$ cat src/rtl/id_ex_stage.sv
// ID/EX pipeline register with same-edge write-back bypass, load-use bubble
// insertion, execute back-pressure and branch flush.
module id_ex_stage #(
  parameter int DATA_W = 32,
  parameter int ADDR_W = 5,
  parameter int CNT_W  = 16
) (
  input  logic              clk,
  input  logic              reset,
  input  logic              id_valid,
  input  logic [ADDR_W-1:0] id_PR1,
  input  logic [ADDR_W-1:0] id_PR2,
  input  logic              id_use1,
  input  logic              id_use2,
  input  logic [DATA_W-1:0] RD1,
  input  logic [DATA_W-1:0] RD2,
  input  logic [ADDR_W-1:0] id_WR,
  input  logic [DATA_W-1:0] id_imm,
  input  logic [3:0]        id_alu_op,
  input  logic              id_alu_src,
  input  logic              id_mem_read,
  input  logic              id_mem_write,
  input  logic              id_reg_write,
  input  logic              wb_write,
  input  logic [ADDR_W-1:0] wb_WR,
  input  logic [DATA_W-1:0] wb_WD,
  input  logic              ex_ready,
  input  logic              flush,
  output logic              id_stall,
  output logic              ex_valid,
  output logic [DATA_W-1:0] ex_A,
  output logic [DATA_W-1:0] ex_B,
  output logic [DATA_W-1:0] ex_imm,
  output logic [ADDR_W-1:0] ex_WR,
  output logic [3:0]        ex_alu_op,
  output logic              ex_alu_src,
  output logic              ex_mem_read,
  output logic              ex_mem_write,
  output logic              ex_reg_write,
  output logic [CNT_W-1:0]  stall_count,
  output logic              dbg_state
);

  typedef enum logic {RUN = 1'b0, BUBBLE = 1'b1} state_e;

  typedef struct packed {
    logic              valid;
    logic [DATA_W-1:0] a;
    logic [DATA_W-1:0] b;
    logic [DATA_W-1:0] imm;
    logic [ADDR_W-1:0] wr;
    logic [3:0]        alu_op;
    logic              alu_src;
    logic              mem_read;
    logic              mem_write;
    logic              reg_write;
  } ex_t;

  state_e            state_q, state_d;
  ex_t               ex_q, ex_d;
  logic [CNT_W-1:0]  stall_count_q, stall_count_d;
  logic              hz;
  logic [DATA_W-1:0] op_a, op_b;

  // Valid/ready: ID/EX accepts a decode slot only on an edge with ex_ready=1;
  // decode must hold its instruction whenever id_stall=1.
  always_comb begin
    hz = ex_q.valid & ex_q.mem_read & id_valid &
         ((id_use1 & (id_PR1 == ex_q.wr)) | (id_use2 & (id_PR2 == ex_q.wr)));
    // reg_file writes on this same edge, so RD1/RD2 are still the old values
    op_a = (wb_write && (wb_WR == id_PR1)) ? wb_WD : RD1;
    op_b = (wb_write && (wb_WR == id_PR2)) ? wb_WD : RD2;
    id_stall = ~reset & ~flush & (~ex_ready | hz);
  end

  always_comb begin
    state_d       = state_q;
    ex_d          = ex_q;
    stall_count_d = stall_count_q;
    if (flush) begin
      ex_d    = '0;
      state_d = RUN;
    end else if (ex_ready) begin
      case (state_q)
        RUN:     state_d = hz ? BUBBLE : RUN;
        BUBBLE:  state_d = RUN;
        default: state_d = RUN;
      endcase
      if (hz) begin
        ex_d = '0;
        if (stall_count_q != {CNT_W{1'b1}}) stall_count_d = stall_count_q + 1'b1;
      end else begin
        ex_d.valid     = id_valid;
        ex_d.a         = op_a;
        ex_d.b         = op_b;
        ex_d.imm       = id_imm;
        ex_d.wr        = id_WR;
        ex_d.alu_op    = id_alu_op & {4{id_valid}};
        ex_d.alu_src   = id_alu_src & id_valid;
        ex_d.mem_read  = id_mem_read & id_valid;
        ex_d.mem_write = id_mem_write & id_valid;
        ex_d.reg_write = id_reg_write & id_valid;
      end
    end
  end

  always_ff @(posedge clk) begin
    if (reset) begin
      state_q       <= RUN;
      ex_q          <= '0;
      stall_count_q <= '0;
    end else begin
      state_q       <= state_d;
      ex_q          <= ex_d;
      stall_count_q <= stall_count_d;
    end
  end

  assign ex_valid     = ex_q.valid;
  assign ex_A         = ex_q.a;
  assign ex_B         = ex_q.b;
  assign ex_imm       = ex_q.imm;
  assign ex_WR        = ex_q.wr;
  assign ex_alu_op    = ex_q.alu_op;
  assign ex_alu_src   = ex_q.alu_src;
  assign ex_mem_read  = ex_q.mem_read;
  assign ex_mem_write = ex_q.mem_write;
  assign ex_reg_write = ex_q.reg_write;
  assign stall_count  = stall_count_q;
  assign dbg_state    = state_q;

endmodule

$ cat config.mk
export PLATFORM = sky130hd
export DESIGN_NAME = id_ex_stage
export DESIGN_NICKNAME = d
export VERILOG_FILES = /design/src/rtl/id_ex_stage.sv
export SDC_FILE = /design/constraint.sdc
export NUM_CORES = 1
export LEC_CHECK = 0
export BUFFER_PORTS_ARGS = -buffer_cell sky130_fd_sc_hd__buf_4
export CORE_AREA = 2 2 113 115
export CTS_CLUSTER_DIAMETER = 60
export DETAILED_ROUTE_END_ITERATION = 10
export DIE_AREA = 0 0 115 117
export PLACE_DENSITY = 0.85
export SLEW_MARGIN = 20
export SYNTH_ARGS = -nofsm -noshare
export SYNTH_HDL_FRONTEND = slang
export SYNTH_SLANG_ARGS = --single-unit
$ cat constraint.sdc
create_clock -name clk -period 4.95 [get_ports clk]
set_input_delay 0.2475 -clock clk [delete_from_list [all_inputs] [get_ports clk]]
set_output_delay 0.2475 -clock clk [all_outputs]
set_load 0.02 [all_outputs]
== Word-level counts from Yosys, hierarchy flattened ==
Cells that the tools add are included.
Storage, ports and cells
  input port bits: 164
  output and inout bits: 128
  flip-flop bits (word level): 127
Operators by class
  reduce and logical (&&, ||, !) cells: 4
  equality and inequality tests: 5
  bitwise operators: 18
  add/sub/neg operators: 1
  multiplexer cells: 5
Operators by type and width (count)
  $mux W110: 1
  $mux W32: 2
  $eq A5 B5 Y1: 4
  $add A16 B1 Y16 const B: 1
  $ne A16 B16 Y1 const B: 1
  $and A1 B1 Y1: 11
  $and A4 B4 Y4: 1
  $not A1 Y1: 4
  $reduce_and A4 Y1: 1
  $logic_and A1 B1 Y1: 2
  $or A1 B1 Y1: 2
  $pmux W1 S2: 1
  $reduce_or A2 Y1: 1
  $mux W1: 1

== Depth between registers and ports, before layout ==
Gate-level depths: netlist of the first run.
  depth after elaboration: 6
  depth in mapped cells: 8

== Worst setup path before layout of the first run ==
OpenSTA, ideal clock, no wires.
  path type: register -> output
  start: reg ex_q (netlist bit ex_WR[1])
  end: out id_stall
  cell stages (with the launch flop): 7
  arrival time: 1714 ps
  data required time: 4703 ps
  slack: 2989 ps
  path buffers: 2
  path through: dfxtp_1 -> xnor2_1 -> nand4_1 -> o22a_1 -> buf_2 -> buf_2 -> a21oi_1
On the way
  longest elaborated chain between the ends: 6
Ends and longest elaborated chain
  start, declared: RTL line 60  | ex_t ex_q, ex_d;
  start signal, assigned: RTL line 110  | ex_q <= '0;
  start signal, assigned: RTL line 114  | ex_q <= ex_d;
  $eq A5 B5 Y1: RTL line 69  | ((id_use1 & (id_PR1 == ex_q.wr)) | (id_use2 & (id_PR2 == ex_q.wr)));
  $and A1 B1 Y1: RTL line 69
  $or A1 B1 Y1 *: RTL line 69
  $and A1 B1 Y1 *: RTL line 68  | hz = ex_q.valid & ex_q.mem_read & id_valid &
  $or A1 B1 Y1 *: RTL line 73  | id_stall = ~reset & ~flush & (~ex_ready | hz);
  $and A1 B1 Y1 *: RTL line 73
  end, declared: RTL line 29  | output logic id_stall,
Mark *: on every way between the ends. The rest lies on a longest branch, timed or not.

== Worst setup path in the final report of the first run ==
Ends and elaborated chain as after synthesis.

==> results of run 1 <==
## cells in the mapped netlist, drive strengths merged
master	n	area, sq um
nor2	17	68.8
a21oi	52	260
inv	3	11.3
or3	6	37.5
nand2b	3	18.8
nand3	49	258
nor3	2	10.0
o21ai	70	350
xnor2	12	105
ha	1	12.5
or4b	1	10.0
and2	1	6.26
o31ai	7	52.6
and3	4	26.3
or2	2	12.5
mux2i	65	651
a32oi	8	70.1
dfxtp	127	2540
nand2	107	402
mux2	1	15.0
clkbuf	27	101
nor2b	2	12.5
o41ai	1	8.76
or4	8	60.1
xor2	8	70.1
o21a	1	7.51
a22oi	1	7.51
buf	21	134
o22a	2	17.5
nor4	2	12.5
nand4	10	68.8
## power groups by stage
stage          Combinational, mW  Clock (mW)  Sequential (mW)
2_1_floorplan             0.0916           0             1.12
6_report                   0.304        1.30             1.07
3_5_place_dp               0.303           0             1.09
4_1_cts                    0.305        1.32             1.07
5_1_grt                    0.329        1.36             1.07
3_3_place_gp               0.300           0             1.09
## worst reg2reg max path, cell delays in order, from the launching register on
cell and delay (ns):
dfxtp_1 0.42, xnor2_1 0.14, nand3_1 0.10, o22a_1 0.51, nand3_4 0.57, o21ai_0 0.44
## stage by stage
stage	hold WS, ns	instances
after detailed placement	0.444	1017
after global routing	0.0794	1049
final	0.0827	1049
after floorplan	0.411	621
after CTS	0.0683	1049
after global placement	0.435	1017
## layer usage
metal	global-route usage, %	vias up	routed length, um
met5	0	-	0
met4	14.3	0	677
met3	8.29	38	1680
met2	42.9	249	8700
met1	29.6	2553	6780
li1	-	2711	-
## sequential cells by signal, indices dropped and copies added (netlist names)
register and flops:
dbg_state 1, ex_A 32, ex_B 32, ex_WR 5, ex_alu_op 4, ex_alu_src 1
ex_imm 32, ex_mem_read 1, ex_mem_write 1, ex_reg_write 1, ex_valid 1, stall_count 16
## final cells by class
class,instances,area (sq um)
Multi-Input combinational cell,443,2650
Clock buffer,23,488
Clock inverter,9,131
Timing Repair Buffer,294,2210
Tap cell,150,188
Sequential cell,127,2540
Inverter,3,11.3
Fill cell,1010,4090
## kinds of logic (layout without fill, tap and decap cells)
kind of cell	after synthesis	count (layout)
xor+xnor	20	20
simple gates	214	214
mux	66	66
compound gates	142	142
fa+ha+maj	1	1
flops	127	127
buf+inv	51	329
## final timing paths
path	start	endpoint	depth (start not counted)
setup / recovery	ex_WR[1]	id_stall	5
hold / removal	id_mem_write	ex_mem_write	3
setup reg to reg	ex_WR[1]	ex_B[5]	5
hold reg to reg	ex_A[22]	ex_A[22]	2
==> run summary, run 1 <==
For this configuration, the core starts out at a cell density of 44.0%. The number of primary I/O pins is 292, and the area growth from synthesis to final layout is 51.7%. For this run, the number of Yosys warnings is 0. Of the cells placed in the final design, the portion with a size suffix greater than 1 is 37.4%. For this design the ratio of total power to cell area is 325 nW/um^2. For this design, the sink count on the clock tree is 127. The tools report the clock insertion delay at the later pin of the skew report as 0.42 ns. In this run, distinct cell masters in the synthesized netlist total 39. Setup repair after global routing left no endpoint under its margin. In this run the register-to-register setup slack is 2.67 ns. The logs give 0 for the total of hold buffers inserted after clock tree synthesis and 0 for the number of antenna repair diodes.

The width of the die was 115 um; the detailed placement HPWL was 12800 um. The DRC marker count from the first detailed-route iteration came out at 430. Power comes to 2.67 mW.

In this run, CTS created clock tree buffers numbering 17. Once the clock tree was built, the setup fixing pass inserted 0 buffers. The library cell used most frequently in the layout, excluding fill and tap cells, is buf_4. Across the run, the number of max-cap violations was 0. The tools report the pin count of the biggest net entering global routing as 65.

For this design the static power due to leakage is 3.41 nW. Data arrives at the worst endpoint at 2.31 ns. In this run the tool buffered the top-level ports with 291 buffer cells. Headroom to the max-slew limit came out at 29.1%. The vias per cell is 5.29, and the total die area is 13500 sq um. The mean post-synth cell area works out to 8.73 sq um. Global-route wire length before repair: 26800 um.

Global routing finished with a remaining overflow of 0. The run finished with clean final reports. The die is 117 um tall. The signal on the critical path passes through xnor2_1 > nand4_1 > o22a_2 > a21oi_1 > buf_4.

The tightest min-delay check is of the input port to register type. After layout, the minimum clock period comes to 2.56 ns. Clock-pin slew was measured on the worst setup and hold paths at 0.06 ns. After synthesis, the largest family of logic cells by area is simple AND/OR/NAND/NOR gates.

The core area is 12300 sq um, and the via count of the first global-routing pass is 5305. The logs give 0 for the count of final hold-check violations and 40.0% for the portion of total power attributed to sequential cells. The final layout contains routed wiring with a total length of 17800 um.

IR analysis of the VDD net gives a maximum drop of 0.000231 V. The initial antenna violation count was 0. The sequential share of the synthesized area was 46.9%; the design internal power was 2.05 mW. The total of endpoints with negative setup slack in the final report is 0, and the number of nets with antenna violations after routing is 0. The worst setup path is of the register to output port kind.

Prior to clock tree synthesis, the placed netlist has a worst setup slack of 2.26 ns. Derived from the worst setup path, the maximum achievable clock frequency is 391 MHz. Routability-driven placement finished with a final weighted congestion of 0.868.

The flip-flop and latch count after synthesis was 127. Before antenna repair, the detailed router went through 6 iterations. In this run the cell area measured after placement is 7590 sq um. The combinational group share of total power was 11.4%; the via count was 5551.

The tools report the row count as 41. The share of total power consumed by net switching was 23.1%; the H-tree depth was 4. The clock skew was 0.00802 ns. Number of buffers and inverters on the critical path: 1.

Summing the areas of all and, or, nand and nor instances in the mapped netlist gives 18.5% of the synthesized area. The worst setup path is captured at an output port. Once layout is done, the placed cells without fillers occupy 8220 sq um. Per report_power, the clock group accounts for 48.6% of the total. For the pin with the worst max-slew slack, the measured transition is 1.06 ns. After detailed routing, the average wire length per cell comes to 17.0 um. The final max-slew violation count was 0; the final design utilization was 66.8%. Among cell families on the critical path, the largest total delay comes from compound AO/OA/AOI/OAI gates. Of the total synthesized cell area, the portion taken by XOR and XNOR cells is 3.23%. STA puts the critical path data required time at 4.70 ns.

In the finished design, the share of the clock period the worst path needs comes to 51.7%. The number of gates resized after CTS was 0. After detailed routing, the number of remaining DRC violations is 0. The cell at the root of the clock tree is clkbuf_16.

The area of the mapped netlist is 5420 sq um. Global routing used 25.8% of the available tracks. The cell count after synthesis came out at 621. Synthesis produced a netlist with a net count of 786. The switching component of the power was 0.617 mW. Adder-cell share of the synthesized area: 0.231%.

The top cell types in the final layout, fill and taps aside, are 294 x buf_4, 127 x dfxtp_1, 107 x nand2_1. The largest individual stage delay along the critical path comes from the cell o22a_2. Of the post-synthesis cell area, the part taken by muxes is 12.3%.

The worst setup path is launched from a register. The largest single stage delay on the critical path is 0.86 ns. Worst setup margin: 2.39 ns.

The clock passes through at most 2 buffers. TritonCTS built the clock tree. For the final routed database, the setup TNS stands at 0 ns. The synthesized netlist devotes 14.3% of its cell area to compound gates. The net count of the finished layout is 1051. Of all nets on the critical path, the largest fanout is 60.
Power figures use the tool's default switching activity.
==> run 2: changes to the inputs <==
--- a/config.mk
+++ b/config.mk
@@ -5,12 +5,13 @@
 export SDC_FILE = /design/constraint.sdc
 export NUM_CORES = 1
 export LEC_CHECK = 0
+export ABC_AREA = 1
 export BUFFER_PORTS_ARGS = -buffer_cell sky130_fd_sc_hd__buf_4
-export CORE_AREA = 2 2 113 115
+export CORE_ASPECT_RATIO = 0.8
+export CORE_UTILIZATION = 43
 export CTS_CLUSTER_DIAMETER = 60
 export DETAILED_ROUTE_END_ITERATION = 10
-export DIE_AREA = 0 0 115 117
-export PLACE_DENSITY = 0.85
+export PLACE_DENSITY = 0.83
 export SLEW_MARGIN = 20
 export SYNTH_ARGS = -nofsm -noshare
 export SYNTH_HDL_FRONTEND = slang
==> constraint.sdc (replaced) <==
create_clock -name clk -period 2.1 [get_ports clk]
set_input_delay 0.105 -clock clk [delete_from_list [all_inputs] [get_ports clk]]
set_output_delay 0.105 -clock clk [all_outputs]
set_load 0.02 [all_outputs]
==> run summary, run 2 <==
Walking the worst path, the cells encountered are inv_2 > nand2_1 > nand2_1 > nor2_1 > nand3_2 > nand2_4 > nand2_8 > a21oi_2 > buf_4. For the finished layout cell area, the log shows 9800 sq um (+19%). For the clock skew, the log shows 0.00870 ns (+0.000672 ns).

The number of enable-type register cells in the synthesized netlist was 0 (unchanged); the clock transition time at the flip-flop clock pins of the worst setup and hold paths was 0.06 ns (about the same). Width of the die: 139 um (+21%). STA classifies the critical path endpoint as an output port. The height of the chip was 112 um (-4.5%); the post-route minimum period was 2.00 ns. For the placed cell area, the log shows 8700 sq um (+15%). The cell with the largest stage delay on the worst path is dfxtp_1. The worst-case vdd ir drop is 0.000534 V (+130%), and the H-tree depth is 4 (unchanged). The mean post-synth cell area came out at 6.88 sq um (-21%). The detailed placement HPWL was 15700 um (+22%); the number of maximum-capacitance constraint violations was 0 (unchanged).

The area growth from synthesis to final layout works out to 51.4%. The cell at the root of the clock tree was clkbuf_16. The logs give 0.330 ns (-1.93 ns) for the worst slack after detailed placement and 39.3% (-7.6 points) for the sequential share of the synthesized area.

Classification of the worst-slack hold path: input port to register. The worst setup path is of the register to output port kind. Share of synthesized registers carrying an async set or reset: 0% (unchanged). The power density of the placed cells is 681 nW/um^2 (+110%), and the DRC marker count from the first detailed-route iteration is 658 (+53%). The leakage power figure was 4.62 nW (+36%); the flip-flop and latch count after synthesis was 127 (unchanged). In the layout the commonest cells are 303 x buf_4, 285 x nand2_1, 125 x dfxtp_1. The synthesized netlist cell count came out at 941 (+52%). The number of antenna repair diodes came out at 0 (unchanged). The number of sinks on the clock net was 127 (unchanged). The tools report the final weighted congestion in routability-driven placement as 0.870 (+0.21%).

The final max-slew violation count is 0 (unchanged), and the layout cell share with drive strength beyond 1 is 32.1% (-5.3 points). Yosys attributes the largest share of cell area to dfxtp_1 39%, nand2_1 17%, a21oi_1 8.8%. The tools report the startpoint type of the worst setup path as a register. By instance count, the leading cell after synthesis is nand2_1.

The vias per cell works out to 5.27 (-0.44%). The count of input and output buffers came out at 291 (unchanged). The number of nets in the final layout was 1410 (+34%); the pin count of the biggest net entering global routing was 59 (-9.2%).

The synthesized netlist net count came out at 1106 (+41%). The final reports fail on design-rule violations. The most prevalent standard cell on the critical path was nand2_1.

Via count: 7597 (+37%). The global-route wire length before repair is 38000 um (+42%). The run finished, with violations left. The fraction of post-synthesis cell area in the top cell type by area was 39.3% (-7.6 points); the required time of the critical path was 2.00 ns (-2.70 ns).

For the via count of the first global-routing pass, the log shows 7169 (+35%). The total of endpoints with negative setup slack in the final report was 0 (unchanged); the number of primary I/O pins was 292 (unchanged). The CTS buffer count was 17 (unchanged). dfxtp_1 takes more of the synthesized area than any other cell.

The post-synthesis cell type count is 30 (-23%), and the worst setup margin is 0.0973 ns (-2.30 ns). The total negative slack is 0 ns (unchanged), and the total wire length is 24500 um (+37%). Core area: 14500 sq um (+18%).

The global routing usage summed across all routing layers came out at 31.1% (+5.3 points). The routed wire length per instance is 17.0 um (about the same), and the overall overflow remaining after global route is 0 (unchanged). The logs give 15 (+15) for the number of remaining DRC errors and 44.7% (+0.64 points) for the starting density of the core. The delay contributed by the slowest stage of the critical path is 0.40 ns (-0.46 ns).

The run gives 2 (unchanged) as the buffer depth of the longest clock path. TritonCTS built the clock tree. The run gives 39 (-4.9%) as the row count. Dividing the final minimum period by the clock period gives 95.4%. Static timing analysis puts the maximum clock frequency at 499 MHz.

Setup repair after global routing left no endpoint under its margin. The run gives 15600 sq um (+16%) as the total die area. The commonest cells after synthesis are 285 x nand2_1, 127 x dfxtp_1, 114 x a21oi_1. The tools report the number of nets with antenna violations after routing as 0 (unchanged). The largest driver fanout on the critical path was 11 (-82%). Broken down by cell family, the worst path's largest delay share belongs to simple AND/OR/NAND/NOR gates.

The logs give 0 (unchanged) for the count of final hold-check violations and 0 (unchanged) for the initial antenna violation count. The number of buffers and inverters on the critical path was 2 (+1). The tools report the area of the mapped netlist as 6470 sq um (+19%). The clock insertion delay at the later pin of the skew report came out at 0.42 ns (about the same). Worst path arrival time: 1.90 ns (-0.41 ns).

The actual transition at the worst max-transition pin was 0.548 ns (-0.516 ns). Leaving out fill and tap cells, the most frequent cell in the layout is buf_4. Yosys warning count: 0 (unchanged). The most used flip-flop cell after synthesis is dfxtp_1.

The run gives 10 (+4) as the number of detailed-route iterations in the first pass. The worst slew slack as a fraction of its limit is 63.5% (+34 points).
[run 2: changes by cell type after synthesis, sizes merged, moves of 8 or more]
cell / before / now
a32oi: 8 / 0
nand2: 107 / 287
o21ai: 70 / 43
nand4: 10 / 42
mux2i: 65 / 0
or4: 8 / 0
nor2: 17 / 68
inv: 3 / 64
nand3: 49 / 116
xnor2: 12 / 0
buf: 21 / 42
a21oi: 52 / 115
[run 2: per-layer routing]
layer	wire (um)	part of all wire, %	vias to the layer above	GRT usage, %
li1	-	-	3697	-
met1	9960	41	3449	39.0
met2	11700	48	408	50.8
met3	2270	9.3	43	9.03
met4	622	2.5	0	11.3
met5	0	0	-	0
[run 2: repair_timing]
| item | in CTS | in global routing |
|---|---|---|
| hold buffers | 45 | 0 |
| hold endpoints to repair | 45 | 0 |
| gates resized for setup | 0 | 4 |
| setup endpoints to repair | 0 | 1 |
| setup buffers | 0 | 1 |
[run 2: per-stage QoR]
stage               std cells  hold slack [ns]  util [%]  power [mW]
finish                   1442           0.0300      67.6        6.68
global route             1442           0.0532      67.6        6.90
CTS                      1440           0.0151      67.4        6.67
detailed placement       1363            0.391      60.1        3.54
global placement         1363            0.383      60.1        3.53
floorplan                 941            0.265         -        3.05
[run 2: final timing paths]
check / from / end / slack (ns) / cells after the start
setup / recovery: ex_WR[3] / id_stall / 0.1 / 9
hold / removal: reset / dbg_state / 0.03 / 4
setup reg to reg: ex_WR[3] / stall_count[15] / 0.22 / 11
hold reg to reg: ex_imm[29] / ex_imm[29] / 0.46 / 2
[run 2: logic make-up after synthesis]
family / count (synthesis) / share of synthesized area [%]
AND/OR/NAND/NOR: 517 / 37.7
AO/OA/AOI/OAI: 159 / 12.4
buffers and inverters: 134 / 10.0
flip-flops: 127 / 39.3
XOR/XNOR: 3 / 0.406
adder cells (fa/ha/maj): 1 / 0.193
[run 2: worst min-delay path, stage by stage]
cell and delay, ns:
buf_4 0.08, nor2_1 0.07, o21ai_0 0.09, a21oi_1 0.05
[run 2: power breakdown]
part / leakage [nW] / total, mW / switching, mW / internal (mW)
Sequential: 1.03 / 2.52 / 0.0414 / 2.48
Clock: 0.295 / 3.09 / 1.16 / 1.93
Combinational: 3.29 / 1.07 / 0.572 / 0.494
Total: 4.62 / 6.68 / 1.78 / 4.90
[run 2: layout make-up]
class,count,area (sq um)
Timing Repair Buffer,354,2850
Clock buffer,19,453
Tap cell,184,230
Multi-Input combinational cell,681,3320
Fill cell,1155,4690
Clock inverter,13,163
Sequential cell,127,2540
Inverter,64,244
